File: config.mk
export PLATFORM = sky130hd
export DESIGN_NAME = board_state_keeper
export DESIGN_NICKNAME = d
export VERILOG_FILES = /design/src/rtl/board_state_keeper.sv
export SDC_FILE = /design/constraint.sdc
export NUM_CORES = 1
export LEC_CHECK = 0
export CAP_MARGIN = 20
export CORE_MARGIN = 1
export CORE_UTILIZATION = 46
export DETAILED_ROUTE_END_ITERATION = 8
export PLACE_DENSITY = 0.76
export SLEW_MARGIN = 25
export SYNTH_ARGS = -nofsm -noshare
export SYNTH_HDL_FRONTEND = slang
export SYNTH_SLANG_ARGS = --single-unit
File: constraint.sdc
create_clock -name clk_i -period 1.7 [get_ports clk_i]
set_clock_uncertainty 0.05 [all_clocks]
set_input_delay 0.17 -clock clk_i [delete_from_list [all_inputs] [get_ports clk_i]]
set_output_delay 0.17 -clock clk_i [all_outputs]
set_load 0.02 [all_outputs]
File: src/rtl/board_state_keeper.sv
// Board store and move checker for the 3x3 game: validates one move request per turn,
// records accepted marks, and flags win/tie for the downstream game controller.
module board_state_keeper (
    input  logic        clk_i,
    input  logic        rst_n_i,
    input  logic        clear_i,
    input  logic        req_i,
    input  logic [3:0]  req_pos_i,
    input  logic        player_i,
    output logic        ready_o,
    output logic        v_o,
    output logic        invalid_o,
    output logic        win_o,
    output logic        tie_o,
    output logic        winner_o,
    output logic [17:0] board_o,
    output logic [3:0]  move_count_o
);

    // state  | meaning
    // S_IDLE | waiting for a move request; requests are evaluated here
    // S_EVAL | move just written; line check runs on the updated board
    // S_DONE | game over (win or tie); every request is rejected
    typedef enum logic [1:0] {
        S_IDLE = 2'd0,
        S_EVAL = 2'd1,
        S_DONE = 2'd2
    } state_e;

    state_e      state_q, state_d;
    logic [17:0] board_q, board_d;
    logic [3:0]  count_q, count_d;
    logic        player_q, player_d;
    logic        v_q, v_d;
    logic        invalid_q, invalid_d;
    logic        win_q, win_d;
    logic        tie_q, tie_d;
    logic        winner_q, winner_d;

    logic [1:0]  mark_lat;
    logic [1:0]  mark_req;
    logic [8:0]  own;
    logic        line_hit;
    logic        pos_ok;
    logic        cell_free;

    assign mark_lat = player_q ? 2'b10 : 2'b01;
    assign mark_req = player_i ? 2'b10 : 2'b01;
    assign pos_ok   = (req_pos_i <= 4'd8);

    always_comb begin
        own = '0;
        for (int i = 0; i < 9; i++) begin
            own[i] = (board_q[2*i +: 2] == mark_lat);
        end
    end

    assign line_hit = (own[0] & own[1] & own[2]) |
                      (own[3] & own[4] & own[5]) |
                      (own[6] & own[7] & own[8]) |
                      (own[0] & own[3] & own[6]) |
                      (own[1] & own[4] & own[7]) |
                      (own[2] & own[5] & own[8]) |
                      (own[0] & own[4] & own[8]) |
                      (own[2] & own[4] & own[6]);

    // Positions 9..15 match no cell, so cell_free stays 0 and pos_ok rejects them anyway.
    always_comb begin
        cell_free = 1'b0;
        for (int i = 0; i < 9; i++) begin
            if (req_pos_i == 4'(i)) begin
                cell_free = (board_q[2*i +: 2] == 2'b00);
            end
        end
    end

    always_comb begin
        state_d   = state_q;
        board_d   = board_q;
        count_d   = count_q;
        player_d  = player_q;
        v_d       = 1'b0;
        invalid_d = 1'b0;
        win_d     = win_q;
        tie_d     = tie_q;
        winner_d  = winner_q;

        if (clear_i) begin
            state_d  = S_IDLE;
            board_d  = '0;
            count_d  = '0;
            player_d = 1'b0;
            win_d    = 1'b0;
            tie_d    = 1'b0;
            winner_d = 1'b0;
        end else begin
            unique case (state_q)
                S_IDLE: begin
                    if (req_i) begin
                        if (!pos_ok || !cell_free) begin
                            invalid_d = 1'b1;
                        end else begin
                            for (int i = 0; i < 9; i++) begin
                                if (req_pos_i == 4'(i)) begin
                                    board_d[2*i +: 2] = mark_req;
                                end
                            end
                            count_d  = count_q + 4'd1;
                            player_d = player_i;
                            state_d  = S_EVAL;
                        end
                    end
                end
                S_EVAL: begin
                    v_d = 1'b1;
                    if (line_hit) begin
                        win_d    = 1'b1;
                        winner_d = player_q;
                        state_d  = S_DONE;
                    end else if (count_q == 4'd9) begin
                        tie_d   = 1'b1;
                        state_d = S_DONE;
                    end else begin
                        state_d = S_IDLE;
                    end
                end
                S_DONE: begin
                    if (req_i) begin
                        invalid_d = 1'b1;
                    end
                end
                default: begin
                    state_d = S_IDLE;
                end
            endcase
        end
    end

    always_ff @(posedge clk_i or negedge rst_n_i) begin
        if (!rst_n_i) begin
            state_q   <= S_IDLE;
            board_q   <= '0;
            count_q   <= '0;
            player_q  <= 1'b0;
            v_q       <= 1'b0;
            invalid_q <= 1'b0;
            win_q     <= 1'b0;
            tie_q     <= 1'b0;
            winner_q  <= 1'b0;
        end else begin
            state_q   <= state_d;
            board_q   <= board_d;
            count_q   <= count_d;
            player_q  <= player_d;
            v_q       <= v_d;
            invalid_q <= invalid_d;
            win_q     <= win_d;
            tie_q     <= tie_d;
            winner_q  <= winner_d;
        end
    end

    assign ready_o      = (state_q == S_IDLE);
    assign v_o          = v_q;
    assign invalid_o    = invalid_q;
    assign win_o        = win_q;
    assign tie_o        = tie_q;
    assign winner_o     = winner_q;
    assign board_o      = board_q;
    assign move_count_o = count_q;

endmodule

==> results.py, run 1 <==
metrics = {
    "worst_setup_path": {
        "crit_fanout": 7,
        "cp_slowest_cell": "or4b_4",
        "crit_arrival_ps": 2070,
        "crit_family": "simple AND/OR/NAND/NOR gates",
        "crit_path_end_kind": "flip-flop",
        "slowest_delay_ps": 530,
        "start_kind": "primary input",
        "crit_required_ps": 1860,
        "cp_num_buf_inv": 1,
        "worstPathCellList": "buf_6, or4b_4, or3_4, o31ai_4, o311ai_4, or3_1, a21oi_1",
        "critical_path_class": "in2reg",
    },
    "yosys": {
        "synth.distinct_cells": 42,
        "yosysMostFrequentCell": "dfrtp_1",
        "synth_top_flop_cell": "dfrtp_1",
        "synth-edff-count": 0,
        "ys_ff_latch": 30,
        "async_flop_share": 1.000,
        "ys_warn_count": 0,
        "syn_avg_cell_area_sq_um": 9.493,
        "synth_top_area_cell": "dfrtp_1",
        "synth_nets": 195,
        "synth_top_area_share": 0.4298,
        "synthCells": 184,
        "synth_common_cells": "dfrtp_1 (30), inv_1 (22), nand2b_1 (13)",
        "netlist_top_cells_area": "dfrtp_1 (43%), inv_1 (4.7%), nand2b_1 (4.7%)",
        "yosysSeqAreaShare": 0.4298,
        "synth.cell_area_sq_mm": 0.001747,
    },
    "grt": {
        "grt_max_degree": 31,
        "use_met1": 0.4000,
        "met2_usage": 0.4162,
        "busiest_layer": "met2",
        "antenna_found_initial": 0,
        "grt_pass1_vias": 1698,
        "grt_util_met3": 0.05797,
        "grt_pass1_wl_um": 8466,
        "grtUsageTotal": 0.2819,
        "grt-ovfl-total": 0,
    },
    "drt": {
        "via_per_inst": 5.831,
        "drcViolationCount": 0,
        "ant_nets": 0,
        "wire_per_inst_um": 18.94,
        "num_vias": 1866,
        "drtPass1Iterations": 4,
        "drt_iter0_drc": 96,
        "routed_wl_um": 6060,
    },
    "layout": {
        "design_area_sq_mm": 0.002889,
        "fillers": 229,
        "num_antenna_cells": 0,
        "nNetsFinal": 282,
        "syn2layout_area_growth_pct": 65.40,
        "drive_gt1_frac": 0.3897,
    },
    "run_status": {
        "outcome": "finished with violations",
        "failed_checks": "negative setup slack",
    },
    "sta": {
        "finalCritPeriodShare": 1.120,
        "grt_setup_unrepaired": "true",
        "slew_viol_final": 0,
        "worst_slack_ps": -204.6,
        "tightest_slew_ps": 452.3,
        "layout_min_cycle_time_ps": 1905,
        "fin_setup_tns_ps": -3275,
        "final_hold_viol_count": 0,
        "finalSetupViolCount": 28,
        "max_freq_mhz": 525.1,
        "slew_headroom": 0.6978,
    },
    "power": {
        "peakVddDrop_v": 0.0004598,
        "power_per_cell_area_mw_per_mm2": 548.2,
        "total_leakage_power_nw": 1.203,
    },
    "clock_network": {
        "cts_root_buffer": "clkbuf_8",
        "cts_tree": "built",
        "cts_sinks": 30,
        "h-tree-depth": 2,
        "cts_made_buffers": 5,
        "postCtsHoldBufs": 0,
        "clk_pin_slew_ps": 70,
        "insertion_delay_ps": 290,
        "cts.path.max_buffers": 2,
    },
    "flow_run": {
        "maxCapViolations": 0,
    },
    "die": {
        "fp-row-count": 22,
        "start_util": 0.4771,
        "die_w_um": 63.62,
        "core_area_sq_mm": 0.003661,
        "fp.dieArea_sq_mm": 0.004048,
        "die_y_um": 63.62,
        "ioPinCount": 37,
    },
    "place": {
        "gp_congestion": 0.8550,
        "placed_area_sq_mm": 0.002529,
        "io_buffers": 36,
        "dp_slack_ps": -924.0,
        "dpl.hpwl_um": 3531,
    },
    "min_path": {
        "hold_class": "in2async",
    },
}
-- sequential cells by signal, indices dropped and copies added (netlist names) --
| signal | count |
|---|---|
| move_count_o | 4 |
| invalid_o | 1 |
| v_o | 1 |
| winner_o | 1 |
| state_q | 2 |
| board_o | 18 |
| win_o | 1 |
| player_q | 1 |
| tie_o | 1 |
-- routing by layer --
layer / up-vias / share of wire
met1: 925 / 0.41
li1: 839 / -
met5: - / 0
met4: 0 / 0.035
met3: 21 / 0.057
met2: 81 / 0.49
-- through the flow --
stage          total power, mW  std cells  utilization  hold WS, ps
3_3_place_gp            0.9414        306       0.6907        429.3
6_report                 1.584        320       0.7891        214.4
2_1_floorplan           0.8386        184            -       -175.6
4_1_cts                  1.549        319       0.7423        222.6
3_5_place_dp            0.9436        306       0.6907        437.9
5_1_grt                  1.631        320       0.7891        254.1
-- cell families (layout without fill, tap and decap cells) --
logic type      after synthesis  after routing  synth area share
flops                        30             30            0.4298
mux                           1              1          0.005731
xor+xnor                      1              1          0.005015
fa+ha+maj                     2              2           0.01432
buf+inv                      30            117           0.07378
simple gates                 71             72            0.2407
compound gates               49             49            0.2307
-- layout by cell type, fill, tap and decap left out, types with 4 or more instances in the layout --
cell type,netlist,routed
nor3_1,5,4
dfrtp_1,30,28
buf_4,0,47
inv_1,22,21
o32ai_4,0,8
nor2b_1,6,6
o22ai_1,11,9
a21oi_1,6,5
o32ai_2,5,6
nand2_1,9,8
o21ai_0,8,7
buf_6,2,5
clkbuf_8,0,6
clkdlybuf4s50_1,0,26
nand2b_1,13,12
nor2_1,11,9
-- power by group --
group / total [mW] / internal, mW / switching [mW]
logic: 0.249 / 0.105 / 0.144
registers: 0.730 / 0.722 / 0.00872
clock network: 0.604 / 0.326 / 0.278
total: 1.58 / 1.15 / 0.431
-- layout make-up --
type                       instances  area [sq um]  share of cell area
multi-input combinational        125          1139              0.3941
timing repair buffer              87         763.2              0.2642
sequential                        30         753.2              0.2607
clock buffer                       7         86.33             0.02988
inverter                          22         82.58             0.02858
tap                               48         60.06             0.02079
clock inverter                     1         5.005            0.001732
-- what timing repair did --
action                                  CTS  global route
gates cloned                              1             0
setup buffers                             4             1
endpoints found under the setup margin   29            31
pin swaps                                15            12
gates resized for setup                  39            26
-- worst paths after layout --
check                        startpoint           to  slack [ps]  cells after the start
hold / removal                  rst_n_i   board_o[8]         210                      2
min in group clk_i         req_pos_i[1]  board_o[16]         260                      4
setup reg to reg             board_o[5]  board_o[16]        -180                      5
setup / recovery           req_pos_i[1]  board_o[16]        -200                      7
hold reg to reg                   win_o        win_o         460                      2
max in group asynchronous       rst_n_i     player_q        1090                      2
(Power assumes the default switching activity.)
==> inputs of run 2 (changes only) <==
--- a/config.mk
+++ b/config.mk
@@ -9,6 +9,7 @@
 export CORE_MARGIN = 1
 export CORE_UTILIZATION = 46
 export DETAILED_ROUTE_END_ITERATION = 8
+export GPL_ROUTABILITY_DRIVEN = 0
 export PLACE_DENSITY = 0.76
 export SLEW_MARGIN = 25
 export SYNTH_ARGS = -nofsm -noshare
==> run 2 against run 1 <==
  * The flow still finishes with violations (negative setup slack)
  * Combinational power shrank 4%
  * Power rose by 6.4%
  * Worst setup slack improved by 56 ps
  * Clock power up 18%
==> results.py, run 2 (synthesis results as in run 1) <==
metrics = {
    "die": {
        "fp-row-count": 22,
        "core_area_sq_mm": 0.003661,
        "start_util": 0.4771,
        "die_y_um": 63.62,
        "die_w_um": 63.62,
        "ioPinCount": 37,
        "fp.dieArea_sq_mm": 0.004048,
    },
    "power": {
        "fin_total_pwr_mw": 1.685,
        "total_leakage_power_nw": 1.184,
        "power_per_cell_area_mw_per_mm2": 589.4,
        "peakVddDrop_v": 0.0007809,
    },
    "worst_setup_path": {
        "ff2ff_setup_slack_ps": -120,
        "crit_arrival_ps": 2020,
        "slowest_delay_ps": 530,
        "cp_slowest_cell": "or4b_4",
        "crit_fanout": 7,
        "crit_required_ps": 1870,
        "crit_path_end_kind": "flip-flop",
        "critical_path_class": "in2reg",
        "worstPathCellList": "buf_6, or4b_4, or3_4, o31ai_4, o311ai_4, or3_1, a21oi_1",
        "start_kind": "primary input",
    },
    "drt": {
        "drcViolationCount": 0,
        "routed_wl_um": 5756,
        "drtPass1Iterations": 4,
        "via_per_inst": 5.698,
        "num_vias": 1812,
        "wire_per_inst_um": 18.10,
        "drt_iter0_drc": 115,
        "ant_nets": 0,
    },
    "sta": {
        "final_hold_viol_count": 0,
        "tightest_slew_ps": 431.6,
        "layout_min_cycle_time_ps": 1848,
        "grt_setup_unrepaired": "true",
        "worst_slack_ps": -148.1,
        "max_freq_mhz": 541.1,
        "fin_setup_tns_ps": -2215,
        "finalCritPeriodShare": 1.087,
        "finalSetupViolCount": 23,
        "slew_headroom": 0.7100,
        "slew_viol_final": 0,
    },
    "clock_network": {
        "clk_pin_slew_ps": 70,
        "cts_sinks": 30,
        "cts.path.max_buffers": 2,
        "postCtsHoldBufs": 0,
        "cts_tree": "built",
        "cts_made_buffers": 5,
        "cts_root_buffer": "clkbuf_8",
        "insertion_delay_ps": 290,
        "h-tree-depth": 2,
    },
    "grt": {
        "grt_pass1_wl_um": 9032,
        "grt_pass1_vias": 1796,
        "grt_max_degree": 31,
        "antenna_found_initial": 0,
        "grtUsageTotal": 0.3002,
        "grt-ovfl-total": 0,
    },
    "layout": {
        "fillers": 228,
        "nNetsFinal": 280,
        "largest_reg_flops": 18,
        "multi_input_area_sq_mm": 0.001122,
        "final_cell_mix": "buf_4 (47), clkdlybuf4s50_1 (29), dfrtp_1 (28)",
        "drive_gt1_frac": 0.4148,
        "syn2layout_area_growth_pct": 63.68,
        "seq_area_sq_um": 753.2,
        "post-route-util": 0.7809,
        "design_area_sq_mm": 0.002859,
        "num_antenna_cells": 0,
        "final_common_cell": "buf_4",
        "stdcell_count": 318,
    },
    "run_status": {
        "failed_checks": "negative setup slack",
        "outcome": "finished with violations",
    },
    "place": {
        "dpl.hpwl_um": 3602,
        "io_buffers": 36,
        "placed_area_sq_mm": 0.002479,
        "dpl.cell_count": 301,
    },
    "min_path": {
        "hold_class": "in2async",
    },
    "flow_run": {
        "maxCapViolations": 0,
    },
}
-- run 2: where the power goes --
group | total, mW | leakage [nW] | switching [mW] | internal [mW]
logic | 0.240 | 0.712 | 0.135 | 0.105
registers | 0.731 | 0.414 | 0.00989 | 0.722
clock network | 0.714 | 0.0579 | 0.283 | 0.431
-- run 2: through the flow --
stage | setup WS (ps) | hold slack [ps]
after floorplan | -341.9 | -175.6
after global placement | -864.8 | 426.5
after detailed placement | -911.7 | 441.5
after CTS | -204.2 | 219.2
after global routing | -197.1 | 247.8
final | -148.1 | 225.1
-- run 2: what timing repair did --
item / CTS / global route
pin swaps: 15 / 20
endpoints found under the hold margin: 0 / 0
gates cloned: 1 / 0
gates resized for setup: 44 / 23
setup buffers: 5 / 3
setup endpoints to repair: 29 / 29
-- run 2: worst paths after layout --
| kind | cells past startpoint | end | startpoint |
|---|---|---|---|
| max | 7 | board_o[16] | req_pos_i[1] |
| min | 2 | v_o | rst_n_i |
| max reg2reg | 7 | winner_o | player_q |
| min reg2reg | 2 | win_o | win_o |
| max in group asynchronous | 2 | board_o[10] | rst_n_i |
| min in group clk_i | 4 | board_o[16] | req_pos_i[0] |
-- run 2: critical path: cells and delay by family --
kind                   cells  cell delay [ps]
buffers and inverters      1              100
AOI/OAI and AO/OA          3              430
and+or+nand+nor            3             1310
-- run 2: layer usage --
metal / track usage / up-vias / wire length, um
met4: 0.09091 / 0 / 85
met2: 0.4867 / 74 / 2957
met1: 0.3945 / 899 / 2407
met3: 0.07065 / 8 / 307
li1: - / 831 / -
met5: 0 / - / 0
-- run 2: layout make-up --
type                            instances  area share
Multi-Input combinational cell        125      0.3926
Sequential cell                        30      0.2635
Timing Repair Buffer                   85      0.2560
Inverter                               22     0.02888
Clock buffer                            5     0.02407
Tap cell                               48     0.02101
Clock inverter                          3     0.01400
